[src/rtl/vga_fb_pkg.sv]
// Shared constants and FSM state type for the VGA framebuffer arbiter.
package vga_fb_pkg;

  localparam int DEF_ADDR_W    = 19;
  localparam int DEF_PIX_W     = 3;
  localparam int H_RES         = 640;
  localparam int V_RES         = 480;
  localparam int DEF_FRAME_PIX = H_RES * V_RES;

  typedef enum logic [1:0] {
    ST_BLANK = 2'd0,
    ST_DISP  = 2'd1,
    ST_WRITE = 2'd2
  } fb_state_t;

endpackage

[src/rtl/fb_addr_counter.sv]
// Display read address: advances on each active pixel, clears at frame start
// (which wins over advancing) and wraps at the end of the frame.
module fb_addr_counter
  import vga_fb_pkg::*;
#(
  parameter int ADDR_W    = DEF_ADDR_W,
  parameter int FRAME_PIX = DEF_FRAME_PIX
) (
  input  logic              clk,
  input  logic              rst,
  input  logic              frame_start,
  input  logic              advance,
  output logic [ADDR_W-1:0] disp_addr
);

  localparam logic [ADDR_W-1:0] LAST_ADDR = ADDR_W'(FRAME_PIX - 1);

  logic [ADDR_W-1:0] disp_addr_q, disp_addr_d;

  always_comb begin
    disp_addr_d = disp_addr_q;
    if (frame_start) begin
      disp_addr_d = '0;
    end else if (advance) begin
      disp_addr_d = (disp_addr_q == LAST_ADDR) ? '0 : disp_addr_q + ADDR_W'(1);
    end
  end

  always_ff @(posedge clk or posedge rst) begin
    if (rst) disp_addr_q <= '0;
    else     disp_addr_q <= disp_addr_d;
  end

  assign disp_addr = disp_addr_q;

endmodule

[src/rtl/vga_fb_arbiter.sv]
// Shares one sync RAM port between the VGA display read path and a writer.
// Optional stall counter output is enabled by defining FB_ARB_STATS_EN.
module vga_fb_arbiter
  import vga_fb_pkg::*;
#(
  parameter int ADDR_W    = DEF_ADDR_W,
  parameter int PIX_W     = DEF_PIX_W,
  parameter int FRAME_PIX = DEF_FRAME_PIX
) (
  input  logic              clk,
  input  logic              rst,
  input  logic              h_active,
  input  logic              v_active,
  input  logic              wr_req,
  input  logic [ADDR_W-1:0] wr_addr,
  input  logic [PIX_W-1:0]  wr_data,
  output logic              wr_ack,
  output logic [ADDR_W-1:0] mem_addr,
  output logic              mem_we,
  output logic [PIX_W-1:0]  mem_wdata,
  input  logic [PIX_W-1:0]  mem_rdata,
  output logic [PIX_W-1:0]  rgb_out,
  output logic              rgb_valid
`ifdef FB_ARB_STATS_EN
  ,
  output logic [15:0]       wr_stall_cnt
`endif
);

  fb_state_t         state_q, state_d;
  logic              v_active_q;
  logic [ADDR_W-1:0] mem_addr_q, mem_addr_d;
  logic              mem_we_q, mem_we_d;
  logic [PIX_W-1:0]  mem_wdata_q, mem_wdata_d;
  logic              wr_ack_q, wr_ack_d;
  logic [2:0]        rd_vld_q, rd_vld_d;
  logic [PIX_W-1:0]  pix_q, pix_d;
  logic [PIX_W-1:0]  rgb_out_q, rgb_out_d;
  logic              rgb_valid_q, rgb_valid_d;
  logic [ADDR_W-1:0] disp_addr;
  logic              disp, frame_start, grant, wr_in_range;

  assign disp        = h_active & v_active;
  assign frame_start = v_active & ~v_active_q;
  // A cycle in WRITE is exactly a cycle with wr_ack high, so this spaces grants.
  assign grant       = ~disp & wr_req & (state_q != ST_WRITE);
  assign wr_in_range = wr_addr < ADDR_W'(FRAME_PIX);

  fb_addr_counter #(
    .ADDR_W   (ADDR_W),
    .FRAME_PIX(FRAME_PIX)
  ) u_addr_cnt (
    .clk        (clk),
    .rst        (rst),
    .frame_start(frame_start),
    .advance    (disp),
    .disp_addr  (disp_addr)
  );

  always_comb begin
    state_d     = ST_BLANK;
    mem_addr_d  = mem_addr_q;
    mem_we_d    = 1'b0;
    mem_wdata_d = mem_wdata_q;
    wr_ack_d    = 1'b0;
    if (disp) begin
      state_d    = ST_DISP;
      mem_addr_d = disp_addr;
    end else if (grant) begin
      state_d     = ST_WRITE;
      mem_addr_d  = wr_addr;
      mem_wdata_d = wr_data;
      mem_we_d    = wr_in_range;
      wr_ack_d    = 1'b1;
    end
  end

  // Address at edge k, RAM data at k+1, captured at k+2, presented at k+3.
  always_comb begin
    rd_vld_d    = {rd_vld_q[1:0], disp};
    pix_d       = rd_vld_q[1] ? mem_rdata : '0;
    rgb_valid_d = rd_vld_q[2];
    rgb_out_d   = rd_vld_q[2] ? pix_q : '0;
  end

  always_ff @(posedge clk or posedge rst) begin
    if (rst) begin
      state_q     <= ST_BLANK;
      v_active_q  <= 1'b0;
      mem_addr_q  <= '0;
      mem_we_q    <= 1'b0;
      mem_wdata_q <= '0;
      wr_ack_q    <= 1'b0;
      rd_vld_q    <= '0;
      pix_q       <= '0;
      rgb_out_q   <= '0;
      rgb_valid_q <= 1'b0;
    end else begin
      state_q     <= state_d;
      v_active_q  <= v_active;
      mem_addr_q  <= mem_addr_d;
      mem_we_q    <= mem_we_d;
      mem_wdata_q <= mem_wdata_d;
      wr_ack_q    <= wr_ack_d;
      rd_vld_q    <= rd_vld_d;
      pix_q       <= pix_d;
      rgb_out_q   <= rgb_out_d;
      rgb_valid_q <= rgb_valid_d;
    end
  end

  assign mem_addr  = mem_addr_q;
  assign mem_we    = mem_we_q;
  assign mem_wdata = mem_wdata_q;
  assign wr_ack    = wr_ack_q;
  assign rgb_out   = rgb_out_q;
  assign rgb_valid = rgb_valid_q;

`ifdef FB_ARB_STATS_EN
  logic [15:0] stall_cnt_q, stall_cnt_d;

  always_comb begin
    stall_cnt_d = stall_cnt_q;
    if (wr_req && !grant && stall_cnt_q != 16'hFFFF) stall_cnt_d = stall_cnt_q + 16'd1;
  end

  always_ff @(posedge clk or posedge rst) begin
    if (rst) stall_cnt_q <= '0;
    else     stall_cnt_q <= stall_cnt_d;
  end

  assign wr_stall_cnt = stall_cnt_q;
`endif

endmodule

[config.mk]
export PLATFORM = sky130hd
export DESIGN_NAME = vga_fb_arbiter
export DESIGN_NICKNAME = d
export VERILOG_FILES = /design/src/rtl/vga_fb_pkg.sv /design/src/rtl/fb_addr_counter.sv /design/src/rtl/vga_fb_arbiter.sv
export SDC_FILE = /design/constraint.sdc
export NUM_CORES = 1
export LEC_CHECK = 0
export CAP_MARGIN = 15
export CORE_MARGIN = 2
export CORE_UTILIZATION = 35
export CTS_CLUSTER_SIZE = 24
export DETAILED_ROUTE_END_ITERATION = 8
export GPL_TIMING_DRIVEN = 0
export PLACE_DENSITY = 0.71
export SLEW_MARGIN = 30
export SYNTH_ARGS = -nofsm -noshare
export SYNTH_HDL_FRONTEND = slang
export SYNTH_SLANG_ARGS = --single-unit
export TNS_END_PERCENT = 5
[constraint.sdc]
create_clock -name clk -period 2.7 [get_ports clk]
set_input_delay 0.405 -clock clk [delete_from_list [all_inputs] [get_ports clk]]
set_output_delay 0.405 -clock clk [all_outputs]
set_load 0.01 [all_outputs]
## After elaboration in Yosys (flattened, before gate mapping)

Index checks and enable logic that the tools add are counted.

| operators by class | value |
|---|---|
| add/subtract/negate cells | 1 |
| order comparisons | 1 |
| equal/unequal tests | 2 |
| mux-type cells | 13 |
| bitwise gates (word level) | 6 |
| reductions and logical operators | 3 |

Operators with widths:

| kind | number |
|---|---|
| $mux W19 | 5 |
| $add A19 B1 Y19 const B | 1 |
| $eq A19 B19 Y1 const B | 1 |
| $lt A19 B19 Y1 const B | 1 |
| $mux W3 | 2 |
| $and A1 B1 Y1 | 4 |
| $mux W1 | 4 |
| $mux W2 | 2 |
| $reduce_bool A2 Y1 | 2 |
| $ne A2 B2 Y1 const B | 1 |
| $not A1 Y1 | 2 |
| $reduce_and A2 Y1 | 1 |

| word-level totals | value |
|---|---|
| bits in registers | 56 |
| input port bits | 30 |
| output and inout port bits | 28 |
| word-level logic and storage cells | 37 |

## Logic depth before layout (Yosys ltp)

| depth | value |
|---|---|
| depth after elaboration | 6 |
| mapped depth | 9 |
| depth with buffers taken out | 6 |

## By module

A second synthesis with hierarchy kept.

| unflattened totals | value |
|---|---|
| cells, all modules | 206 |
| area, all modules | 2,491.1 um2 |

By module, submodules not included:

| module | instances | cells an instance | area each (um2) |
|---|---|---|---|
| vga_fb_arbiter | 1 | 96 | 1,452.6 |
| fb_addr_counter | 1 | 110 | 1,038.5 |

## Least setup slack after synthesis

No wires, ideal clock.

| timing path | value |
|---|---|
| path kind | register to register |
| start | register u_addr_cnt.disp_addr_q[0] (netlist: u_addr_cnt.disp_addr[0]) |
| end | register u_addr_cnt.disp_addr_q[2] (netlist: u_addr_cnt.disp_addr[2]) |
| setup time | 82 ps |
| data arrival time | 1,905 ps |
| data required time | 2,618 ps |
| slack | 712 ps |
| cell stages (with the launch flop) | 9 |
| path buffers | 2 |
| cell sequence | dfrtp_1 -> ha_1 -> and4_1 -> buf_2 -> nor2b_1 -> buf_2 -> a31oi_4 -> or2b_1 -> a31oi_1 |

| on the way | value |
|---|---|
| cells in the longest elaborated chain, start to end | 4 |
| elaborated cells between the ends (all ways) | 5 |

Ends and longest elaborated chain:

| element | line | RTL |
|---|---|---|
| start, declared | fb_addr_counter.sv:18 | `logic [ADDR_W-1:0] disp_addr_q, disp_addr_d;` |
| start signal, assigned | fb_addr_counter.sv:31 | `else disp_addr_q <= disp_addr_d;` |
| $add A19 B1 Y19 / $eq A19 B19 Y1 (equally long branches) | fb_addr_counter.sv:25 | `disp_addr_d = (disp_addr_q == LAST_ADDR) ? '0 : disp_addr_q + ADDR_W'(1);` |
| $mux W19 (*) | fb_addr_counter.sv:25 |  |
| $mux W19 (*) | fb_addr_counter.sv:24 | `end else if (advance) begin` |
| $mux W19 (*) | fb_addr_counter.sv:22 | `if (frame_start) begin` |

Every way passes the cells marked *; elsewhere a longest branch is shown, timed or not. The select of a mux whose other input is x is not followed.
A chain may end at the register's enable or synchronous reset.

## Worst setup path after layout

| timing path | value |
|---|---|
| start | register u_addr_cnt.disp_addr_q[0] (netlist: u_addr_cnt.disp_addr[0]) |
| end | register u_addr_cnt.disp_addr_q[9] (netlist: u_addr_cnt.disp_addr[9]) |

Same word-level chain as after synthesis.

==> metrics.txt <==
Die Span Y=just under 90 µm; worst hold-check path type=in -> async; Mapped Area=0.00248 mm²; maximum achievable frequency=447 MHz; fin. max-slew vios=0; Critical R2R Launch=u_addr_cnt.disp_addr[0]$_DFFE_PP0P_; Setup CP Type=reg -> reg; number of global-route vias before repair=2039; share of Yosys cell area claimed by the top area cell type=54.6%; # hold bufs at CTS=0; crit start category=flip-flop; critical path endpoint category=flip-flop; post-CTS setup buffer count=0; Bufs on Longest Clock Path=2; slowest cell delay on critical path=450 ps; final core occ=between 40% and 50%; first-pass GRT wire length=9270 µm; grt total ovfl=0; worst rel slew slack=roughly 52%; Yosys cell types=36; clk_skew=9.55 ps; sequential element share of the synthesized area=54.6%; diode count=0; Starting Density=36.2%; top cells by area, synth=dfrtp_1 (55%), mux2i_1 (8.5%), o21ai_0 (5.7%); R2R depth=9; WP data arrival=approximately 2500 ps; Final min period=2240 ps; Worst-path clk slew=100 ps; Synth area leader=dfrtp_1; Final setup viols=0; CTS tree=done; largest net degree at the start of global routing=42; post-detailed-route wirelength per cell=13.4 µm; clk sinks=54; htree depth=2; worst setup path startpoint=u_addr_cnt.disp_addr[0]$_DFFE_PP0P_; port bufs=57; critical path's most frequent cell=buf_2; syn_nets=270; Mapped Avg Cell Area=10.4 µm²; Final GP Congestion=about 0.82; Clk Latency, worst-skew pair=320 ps; number of I/O pins=58; die area=0.00776 mm²; post-route ant nets=0; final hold slack=352 ps; flop2flop setup slack=around 460 ps; status=finished, final reports clean; Synth Flop Type=dfrtp_1; CP max FO=10; slowest CP cell=dfrtp_1; TritonCTS buffer count=5; WP data required=between 2000 and 3000 ps; Synth Warn #=0; cell count after synthesis=between 200 and 250; gr usage total=15.2%; vias=2002; Die W=88.1 µm; post_cts resized=0; critical path endpoint=u_addr_cnt.disp_addr[9]$_DFFE_PP0P_; row count=30; worst-path cell chain=ha_1 > and4_1 > buf_2 > nor2b_1 > buf_2 > a31oi_4 > buf_6 > o21ai_0 > a31oi_1; number of synthesized flops with an enable pin=0; Detailed Routing Iterations Pass 1=4; initial antenna violation count=0; period utilization=just over 80%; Starting DRT DRC Count=107; leakage power=1.40 nW; DRC violations left=0; DPL Wire Length=3990 µm; Core Area=around 0.007 mm²; post-synthesis async set-or-reset flop share=100%; Layout area overhead=32.5%; RSZ-0062 raised after global routing=false; #FFs+latches synth=54; detailed-route wire length=5390 µm; clock root buffer=clkbuf_8; Total Power=1.65 mW; worst-margin pin slew=726 ps; endpoints failing hold=0; total power divided by cell area=504 mW/mm²; Vias/cell=4.99; Max IR drop VDD=between 200 and 250 µV; final net count=335; Max Cap Viol=0; R2R Path End=u_addr_cnt.disp_addr[9]$_DFFE_PP0P_; setup_tns=0 ps; share of cells above drive strength 1=8.20%
## stage by stage
stage	area [µm²]	worst slack [ps]	cells
6_report	3280	463	401
5_1_grt	3280	317	401
4_1_cts	3280	459	401
3_5_place_dp	3190	301	393
3_3_place_gp	3170	14.3	392
2_1_floorplan	2480	712	239
## worst min-delay path by stage
stage,start,depth (start not counted),endpoint,slack (ps)
CTS,rst,2,mem_addr[1]$_DFFE_PP0P_,360
global placement,rd_vld_q[0]$_DFF_PP0_,0,rd_vld_q[1]$_DFF_PP0_,370
finish,rst,2,mem_addr[11]$_DFFE_PP0P_,350
floorplan,rd_vld_q[0]$_DFF_PP0_,0,rd_vld_q[1]$_DFF_PP0_,360
detailed placement,rd_vld_q[0]$_DFF_PP0_,0,rd_vld_q[1]$_DFF_PP0_,380
global route,rst,2,mem_addr[1]$_DFFE_PP0P_,370
## registers in the layout, indices dropped and copies added, names as in the netlist
signal / flops
mem_addr: 19
u_addr_cnt.disp_addr: 19
mem_wdata: 3
pix_q: 3
rd_vld_q: 3
rgb_out: 3
mem_we: 1
rgb_valid: 1
state_q: 1
v_active_q: 1
## layout make-up
class                   count  area [µm²]
clock buffers               5        68.8
repair buffers             58         591
flip-flops and latches     54        1350
well taps                  96         120
inverters                   6        25.0
plain buffers              14        72.6
fillers                   681        3550
multi-input cells         165        1030
clock inverters             3        23.8
## critical path, delay by kind of cell, from the launching register on
kind            cells  cell delay, ps
compound gates      3             610
fa+ha+maj           1             260
buf+inv             3             520
flops               1             450
simple gates        2             320
## per-layer routing
| metal | vias up | GRT usage (%) | wire [µm] |
|---|---|---|---|
| met4 | 0 | 4.13 | 64 |
| met2 | 45 | 26.2 | 2580 |
| li1 | 976 | - | - |
| met3 | 6 | 3.68 | 222 |
| met5 | - | 0 | 0 |
| met1 | 975 | 19.0 | 2530 |
## cells by family (layout without fill, tap and decap cells)
logic type | Yosys count | after routing | share of synthesized area (%)
fa+ha+maj | 1 | 1 | 0.505
xor+xnor | 2 | 2 | 0.708
simple gates | 75 | 75 | 15.2
compound gates | 63 | 63 | 15.4
buf+inv | 20 | 86 | 3.84
flops | 54 | 54 | 54.6
mux | 24 | 24 | 9.85
## synthesized netlist by cell type (2+ instances only)
library cell and n:
nand3_1 7, or2_2 2, nor2_1 5, a22o_1 2, and4_1 2, buf_2 4, mux2i_1 21, and3_1 2
nor3_1 3, mux2_2 3, buf_6 2, dfrtp_1 54, a31oi_1 12, and2_1 9, clkbuf_1 7, o21ai_0 28
xor2_1 2, a21o_1 4, nand4_1 6, inv_1 6, nand2_1 34, a21oi_1 10
## where the power goes
| group | internal, mW | total [mW] | leakage (nW) | switching (mW) |
|---|---|---|---|---|
| clock | 0.186 | 0.464 | 0.0408 | 0.278 |
| combinational | 0.168 | 0.294 | 0.647 | 0.126 |
| sequential | 0.863 | 0.897 | 0.713 | 0.0339 |
## placed cells by master (no fill, tap or decap), drive strengths merged, types with 3 or more instances in the layout
master / n
clkdlybuf4s50: 57
dfrtp: 54
nand2: 34
o21ai: 30
mux2i: 21
a31oi: 13
clkbuf: 12
a21oi: 10
and2: 9
buf: 8
nand3: 7
inv: 7
nand4: 6
nor2: 5
a21o: 4
nor3: 3
mux2: 3
Power figures use the tool's default switching activity.
